## src/rtl/fwd_hazard_unit.sv

```systemverilog
// Operand forwarding and load-use hazard detection for a short in-order pipeline.
// A small shift-register tracker mirrors the destination information of the
// instructions that are in flight ahead of decode. Entry 0 is the instruction
// currently in EX and entry k is k+1 instructions older than the decode
// instruction. A decode operand that needs a load result which is not yet
// usable causes a one-cycle stall. Otherwise a registered select steers the
// EX operand mux to the youngest matching producer.

module fwd_hazard_unit #(
  parameter int DWIDTH   = 16,
  parameter int RADDR    = 3,
  parameter int NSRC     = 2,
  parameter int LOAD_LAT = 1
) (
  input  logic                         clk,
  input  logic                         rst_n,
  input  logic                         id_valid,
  input  logic [RADDR-1:0]             id_rs,
  input  logic [RADDR-1:0]             id_rt,
  input  logic                         id_rs_rd,
  input  logic                         id_rt_rd,
  input  logic [RADDR-1:0]             id_rd,
  input  logic                         id_regwrite,
  input  logic                         id_load,
  input  logic                         flush,
  input  logic [DWIDTH-1:0]            ex_naked_a,
  input  logic [DWIDTH-1:0]            ex_naked_b,
  input  logic [NSRC*DWIDTH-1:0]       src_data,
  output logic                         stall,
  output logic [DWIDTH-1:0]            ex_op_a,
  output logic [DWIDTH-1:0]            ex_op_b,
  output logic [$clog2(NSRC+1)-1:0]    ex_sel_a,
  output logic [$clog2(NSRC+1)-1:0]    ex_sel_b,
  output logic [15:0]                  stall_cnt
);

  localparam int SELW = $clog2(NSRC+1);
  localparam logic [15:0] CNT_MAX = 16'hFFFF;

  // Tracker storage, one slot per forwarding source.
  logic [NSRC-1:0]  ent_valid_q, ent_valid_d;
  logic [NSRC-1:0]  ent_regwrite_q, ent_regwrite_d;
  logic [NSRC-1:0]  ent_load_q, ent_load_d;
  logic [RADDR-1:0] ent_rd_q [NSRC];
  logic [RADDR-1:0] ent_rd_d [NSRC];

  logic [SELW-1:0]  sel_a_q, sel_a_d;
  logic [SELW-1:0]  sel_b_q, sel_b_d;
  logic [15:0]      stall_cnt_q, stall_cnt_d;

  logic [NSRC-1:0]  match_a;
  logic [NSRC-1:0]  match_b;
  logic             load_hit;
  logic             hazard;
  logic             issue;
  logic [SELW-1:0]  fwd_a;
  logic [SELW-1:0]  fwd_b;

  // Compare each in-flight destination against the decode source specifiers.
  always_comb begin
    match_a = '0;
    match_b = '0;
    for (int j = 0; j < NSRC; j++) begin
      match_a[j] = ent_valid_q[j] & ent_regwrite_q[j] &
                   (ent_rd_q[j] == id_rs) & id_rs_rd;
      match_b[j] = ent_valid_q[j] & ent_regwrite_q[j] &
                   (ent_rd_q[j] == id_rt) & id_rt_rd;
    end
  end

  // Load-use hazard: a matching load whose data is still too young to forward.
  always_comb begin
    load_hit = 1'b0;
    for (int j = 0; j < NSRC; j++) begin
      if (j < LOAD_LAT) begin
        if (ent_load_q[j] & (match_a[j] | match_b[j])) begin
          load_hit = 1'b1;
        end
      end
    end
    hazard = id_valid & load_hit;
    // Flush kills the decode instruction, so it can never be stalled.
    stall  = hazard & ~flush;
    issue  = id_valid & ~stall & ~flush;
  end

  // Priority encode matches: scan oldest to youngest so the youngest wins.
  always_comb begin
    fwd_a = '0;
    fwd_b = '0;
    for (int j = NSRC-1; j >= 0; j--) begin
      if (match_a[j]) fwd_a = SELW'(j+1);
      if (match_b[j]) fwd_b = SELW'(j+1);
    end
  end

  // Next-state for the tracker, selects and stall counter.
  always_comb begin
    // Entry 0 takes the decode instruction only when it actually issues.
    ent_valid_d[0]    = issue;
    ent_regwrite_d[0] = id_regwrite;
    ent_load_d[0]     = id_load;
    ent_rd_d[0]       = id_rd;
    // Flush kills the EX instruction before it shifts, so it ages as a bubble.
    for (int j = 1; j < NSRC; j++) begin
      if (j == 1) begin
        ent_valid_d[j] = ent_valid_q[0] & ~flush;
      end else begin
        ent_valid_d[j] = ent_valid_q[j-1];
      end
      ent_regwrite_d[j] = ent_regwrite_q[j-1];
      ent_load_d[j]     = ent_load_q[j-1];
      ent_rd_d[j]       = ent_rd_q[j-1];
    end

    sel_a_d = issue ? fwd_a : '0;
    sel_b_d = issue ? fwd_b : '0;

    stall_cnt_d = stall_cnt_q;
    if (stall && (stall_cnt_q != CNT_MAX)) begin
      stall_cnt_d = stall_cnt_q + 16'd1;
    end
  end

  // State registers; reset empties the tracker, which also drops any stall.
  always_ff @(posedge clk or negedge rst_n) begin
    if (!rst_n) begin
      ent_valid_q    <= '0;
      ent_regwrite_q <= '0;
      ent_load_q     <= '0;
      for (int j = 0; j < NSRC; j++) begin
        ent_rd_q[j] <= '0;
      end
      sel_a_q     <= '0;
      sel_b_q     <= '0;
      stall_cnt_q <= '0;
    end else begin
      ent_valid_q    <= ent_valid_d;
      ent_regwrite_q <= ent_regwrite_d;
      ent_load_q     <= ent_load_d;
      for (int j = 0; j < NSRC; j++) begin
        ent_rd_q[j] <= ent_rd_d[j];
      end
      sel_a_q     <= sel_a_d;
      sel_b_q     <= sel_b_d;
      stall_cnt_q <= stall_cnt_d;
    end
  end

  // EX operand mux: select 0 is the register-file value, k+1 is source k.
  always_comb begin
    ex_op_a = ex_naked_a;
    ex_op_b = ex_naked_b;
    for (int k = 0; k < NSRC; k++) begin
      if (sel_a_q == SELW'(k+1)) ex_op_a = src_data[k*DWIDTH +: DWIDTH];
      if (sel_b_q == SELW'(k+1)) ex_op_b = src_data[k*DWIDTH +: DWIDTH];
    end
  end

  assign ex_sel_a  = sel_a_q;
  assign ex_sel_b  = sel_b_q;
  assign stall_cnt = stall_cnt_q;

endmodule

```

## config.mk

```make
export PLATFORM = sky130hd
export DESIGN_NAME = fwd_hazard_unit
export DESIGN_NICKNAME = d
export VERILOG_FILES = /design/src/rtl/fwd_hazard_unit.sv
export SDC_FILE = /design/constraint.sdc
export NUM_CORES = 1
export LEC_CHECK = 0
export ABC_AREA = 1
export CORE_UTILIZATION = 42
export CTS_CLUSTER_DIAMETER = 50
export CTS_CLUSTER_SIZE = 30
export DETAILED_ROUTE_END_ITERATION = 10
export PLACE_DENSITY = 0.85
export SYNTH_ARGS = -nofsm -noshare
export SYNTH_HDL_FRONTEND = slang
export SYNTH_SLANG_ARGS = --single-unit
```

## constraint.sdc

```tcl
create_clock -name clk -period 3.01 [get_ports clk]
set_input_delay 0.602 -clock clk [delete_from_list [all_inputs] [get_ports clk]]
set_output_delay 0.602 -clock clk [all_outputs]
set_load 0.1 [all_outputs]
```

# Word level (Yosys, flattened, before mapping)
# Index checks and enable logic that the tools add are counted.
[totals]
register_bits = 31
input_bits = 81
word_cells = 49
[op_classes]
n_addsub = 1
eq_ne = 9
mux = 11
n_bitwise = 19
n_reduce_logical = 1
[ops]
columns = ["cell", "count"]
rows = [
  ["$mux 16", 4],
  ["$add 16x1->16 const B", 1],
  ["$and 1x1->1", 16],
  ["$ne 16x16->1 const B", 1],
  ["$eq 3x3->1", 4],
  ["$mux 2", 6],
  ["$eq 2x1->1 const B", 2],
  ["$eq 2x2->1 const B", 2],
  ["$not 1->1", 2],
  ["$logic_and 1x1->1", 1],
  ["$mux 1", 1],
  ["$or 1x1->1", 1],
]

# Depth between registers and ports, before layout
[logic_depth]
ltp_word = 12
mapped_depth = 11
mapped_depth_nobuf = 10

# Least setup slack after synthesis
# OpenSTA, ideal clock, no wires.
[synth_timing]
path_type = "register -> output"
start = "register sel_a_q[1], in the netlist ex_sel_a[1]"
end = "output port ex_op_a[0]"
arrival_time_ns = 3.503
path_slack_ns = -1.095
path_stages_with_launch = 4
path_buffers = 1
cell_sequence = "dfrtp_1 > nand2_1 > clkbuf_1 > o21ai_0"
[synth_between]
elab_chain_len = 3
word_cells_on_any_way = 4
classes_between = "2 x eq/ne; 2 x mux"
[synth_rtl]
columns = ["item", "line", "text"]
rows = [
  ["from (decl)", "47", "logic [SELW-1:0] sel_a_q, sel_a_d;"],
  ["from (signal assigned)", "144", "sel_a_q <= sel_a_d;"],
  ["$eq 2x1->1", "155", "if (sel_a_q == SELW'(k+1)) ex_op_a = src_data[k*DWIDTH +: DWIDTH];"],
  ["$mux 16", "155", ""],
  ["$mux 16 (*)", "155", ""],
  ["to (decl)", "30", "output logic [DWIDTH-1:0] ex_op_a,"],
]
# Every way passes the cells marked *; elsewhere a longest branch is shown, timed or not.

# Worst setup path in the final report
[layout_timing]
start = "input port id_rt[1]"
end = "output port stall"
[layout_between]
elab_chain_len = 8
[layout_rtl]
columns = ["item", "line", "text"]
rows = [
  ["from (decl)", "19", "input logic [RADDR-1:0] id_rt,"],
  ["$eq 3x3->1", "67", "(ent_rd_q[j] == id_rt) & id_rt_rd;"],
  ["$and 1x1->1", "66", "match_b[j] = ent_valid_q[j] & ent_regwrite_q[j] &"],
  ["$and 1x1->1", "67", ""],
  ["$or 1x1->1", "76", "if (ent_load_q[j] & (match_a[j] | match_b[j])) begin"],
  ["$and 1x1->1", "76", ""],
  ["$mux 1", "76", ""],
  ["$and 1x1->1", "81", "hazard = id_valid & load_hit;"],
  ["$and 1x1->1", "83", "stall = hazard & ~flush;"],
  ["to (decl)", "29", "output logic stall,"],
]
# Every way passes these cells.

==> qor.csv <==
metric,value,unit
status,"finished, final reports clean",
synthAdderAreaFrac,0.5171,%
wl_per_cell,13.47,um
p_sw_share,34.40,%
globalRouteMet1Util,30.05,%
dp.final_hpwl,6354,um
synthSimpleGateAreaFrac,31.85,%
final_cell_area,0.004210,mm^2
seq_area_frac_synth,32.06,%
dp_cells,579,
synth.distinct_cells,26,
synth_area_leader_cell,dfrtp_1,
path_clk_slew,0.07,ns
syn_nets,464,
leakagePower,1.962,nW
die_h,77.91,um
place_congestion,0.8932,
synth_top_area_share,32.06,%
slew_violations,0,
grt.overflow.total,0,
p_per_area,307.7,mW/mm^2
crit_path_start_kind,primary input,
power,1.295,mW
combPwrFrac,38.6,%
ys_top_cells_by_area,"dfrtp_1 (32%), nand2_1 (18%), inv_1 (11%)",
wl,7909,um
synth_top_family_by_area,simple AND/OR/NAND/NOR gates,
synth_compound_area_share,19.54,%
drcViolationCount,0,
hold_violations,0,
grt_pass1_wl,13090,um
ant_nets,0,
fin_worst_skew,0.005716,ns
synth_xor_area_share,2.172,%
grt_usage,27.11,%
area_delta_synth_final,73.99,%
period_share,86.29,%
grt_use_met2,51.77,%
final-instance-count-excl-fill,587,
period_needed,2.597,ns
worstPathArrival,2.00,ns
clkPwrFrac,27.8,%
insertion_delay,0.28,ns
grt_max_degree,33,
grt_pass1_vias,2845,
dpl_cell_area,0.004110,mm^2
max_slew_margin,62.87,%
initial_core_util,43.68,%
synthCells,382,
busiest_layer,met2,
synth_warnings,0,
antenna_found_initial,0,
drv_cap,0,
rsz0062_at_grt,false,
vias,2965,
cts.sinks,31,
muxShareOfSynthArea,0,%
n_antenna_cell,0,
root_buffer,clkbuf_8,
syn-cell-area,0.002420,mm^2
ios,134,
cts_resized,0,
avgSynthCellArea,6.335,um^2
die_area,0.006069,mm^2
first_pass_iters,4,
port_buffers,133,
chipWidth,77.91,um
worst_pin_slew,0.5553,ns
cp_max_fo,8,
nNetsFinal,596,
cp-end-kind,primary output,
pwr-share-seq,33.6,%
final_layout_size_suffix_gt1_share,15.53,%
clock_path_buffers,2,
htree_num_levels,2,
cts_buffers,5,
setup_viol,0,
peakVddDrop,290.4,uV
utilization,75.99,%
cts_tree,built,
switching_power,445.6,uW
fmax,385.0,MHz
holdCritPathClass,reg -> reg,
ys_ff_latch,31,
via_per_inst,5.051,
core_area,0.005540,mm^2
drt_iter0_markers,129,
internal_power,849.7,uW
worstSetupPathType,in -> out,
hold_slack,0.4449,ns
cts-hold-fix-buffers,0,
cts_setup_buffers,0,
grt_use_met3,5.412,%
cp_data_required_time,2.41,ns
rows,27,
[kinds of logic (layout without fill, tap and decap cells)]
logic type	Yosys count	after routing
xor+xnor	6	6
flops	31	31
fa+ha+maj	1	1
compound gates	76	76
buf+inv	87	220
simple gates	181	181
[final timing paths]
kind	depth (start not counted)	slack [ns]	startpoint	end
min in group asynchronous	2	0.71	rst_n	stall_cnt[11]
max in group asynchronous	2	2.01	rst_n	stall_cnt[13]
worst max-delay path	10	0.41	id_rt[1]	stall
worst max register to register	8	1.01	stall_cnt[0]	stall_cnt[2]
worst min-delay path	0	0.44	ent_regwrite_q[0]	ent_regwrite_q[1]
worst min register to register	0	0.44	ent_regwrite_q[0]	ent_regwrite_q[1]
[worst max-delay path, stage by stage]
cell and delay, ns:
clkdlybuf4s50_1 0.52, inv_1 0.05, nand2_1 0.05, nand2_1 0.06, nor2_2 0.14, nand2_2 0.09
nand2_4 0.13, nand2_4 0.06, inv_2 0.12, buf_12 0.18
[flip-flops by register name (all words and copies together), names as in the netlist]
register and flops:
ent_regwrite_q 2, ex_sel_a 2, ent_load_q 1, ex_sel_b 2, stall_cnt 16, ent_valid_q 2, ent_rd_d 3, ent_rd_q 3
[cell type report]
type	count	area (um^2)
fillers	418	1330
repair buffers	139	1657
inverters	73	274.0
clock buffers	8	100.1
well taps	72	90.09
multi-input cells	264	1314
flip-flops and latches	31	775.7
[power groups by stage]
stage                     sequential [mW]  clock, mW  combinational [mW]
after detailed placement            0.443          0               0.501
after global routing                0.436      0.385               0.524
after CTS                           0.435      0.368               0.502
after global placement              0.442          0               0.494
final                               0.435      0.360               0.500
after floorplan                     0.455          0               0.244
[synth_stat cells]
master	number
a21oi_1	2
buf_1	2
buf_2	1
buf_6	1
clkbuf_1	10
dfrtp_1	31
ha_1	1
inv_1	71
inv_2	2
nand2_1	114
nand2_2	2
nand2_4	2
nand3_1	14
nand4_1	8
nor2_1	36
nor2_2	1
nor2_4	2
nor3_1	1
nor3b_4	1
o211a_1	1
o211ai_1	32
o21ai_0	33
o21ai_1	6
o21ai_2	2
xnor2_1	5
xor2_1	1
[cell usage in the layout, fill, tap and decap left out]
master,n
nand2_2,2
nor2_1,34
dfrtp_1,31
o211ai_1,32
nand3_1,14
xnor2_1,5
nor3_1,1
nand2_1,114
o21ai_1,38
a21oi_1,2
ha_1,1
xor2_1,1
inv_2,2
buf_4,26
buf_12,33
clkdlybuf4s50_1,80
nand2_4,2
o21ai_0,1
o211a_1,1
o21ai_2,2
nor3b_4,1
clkbuf_1,1
nor2_4,2
clkbuf_8,7
nor2_2,3
nand4_1,8
inv_1,71
[through the flow]
stage / setup TNS, ns / setup WS (ns)
global placement: 0 / 0.4663
detailed placement: 0 / 0.4221
CTS: 0 / 0.4167
floorplan: -11.56 / -0.3617
global route: 0 / 0.3072
finish: 0 / 0.4127
[routing by layer]
metal  vias up  routed length (um)
li1       1475                   -
met4         0                 135
met5         -                   0
met3        13                 522
met2       113                4145
met1      1364                3106
(Power assumes the default switching activity.)
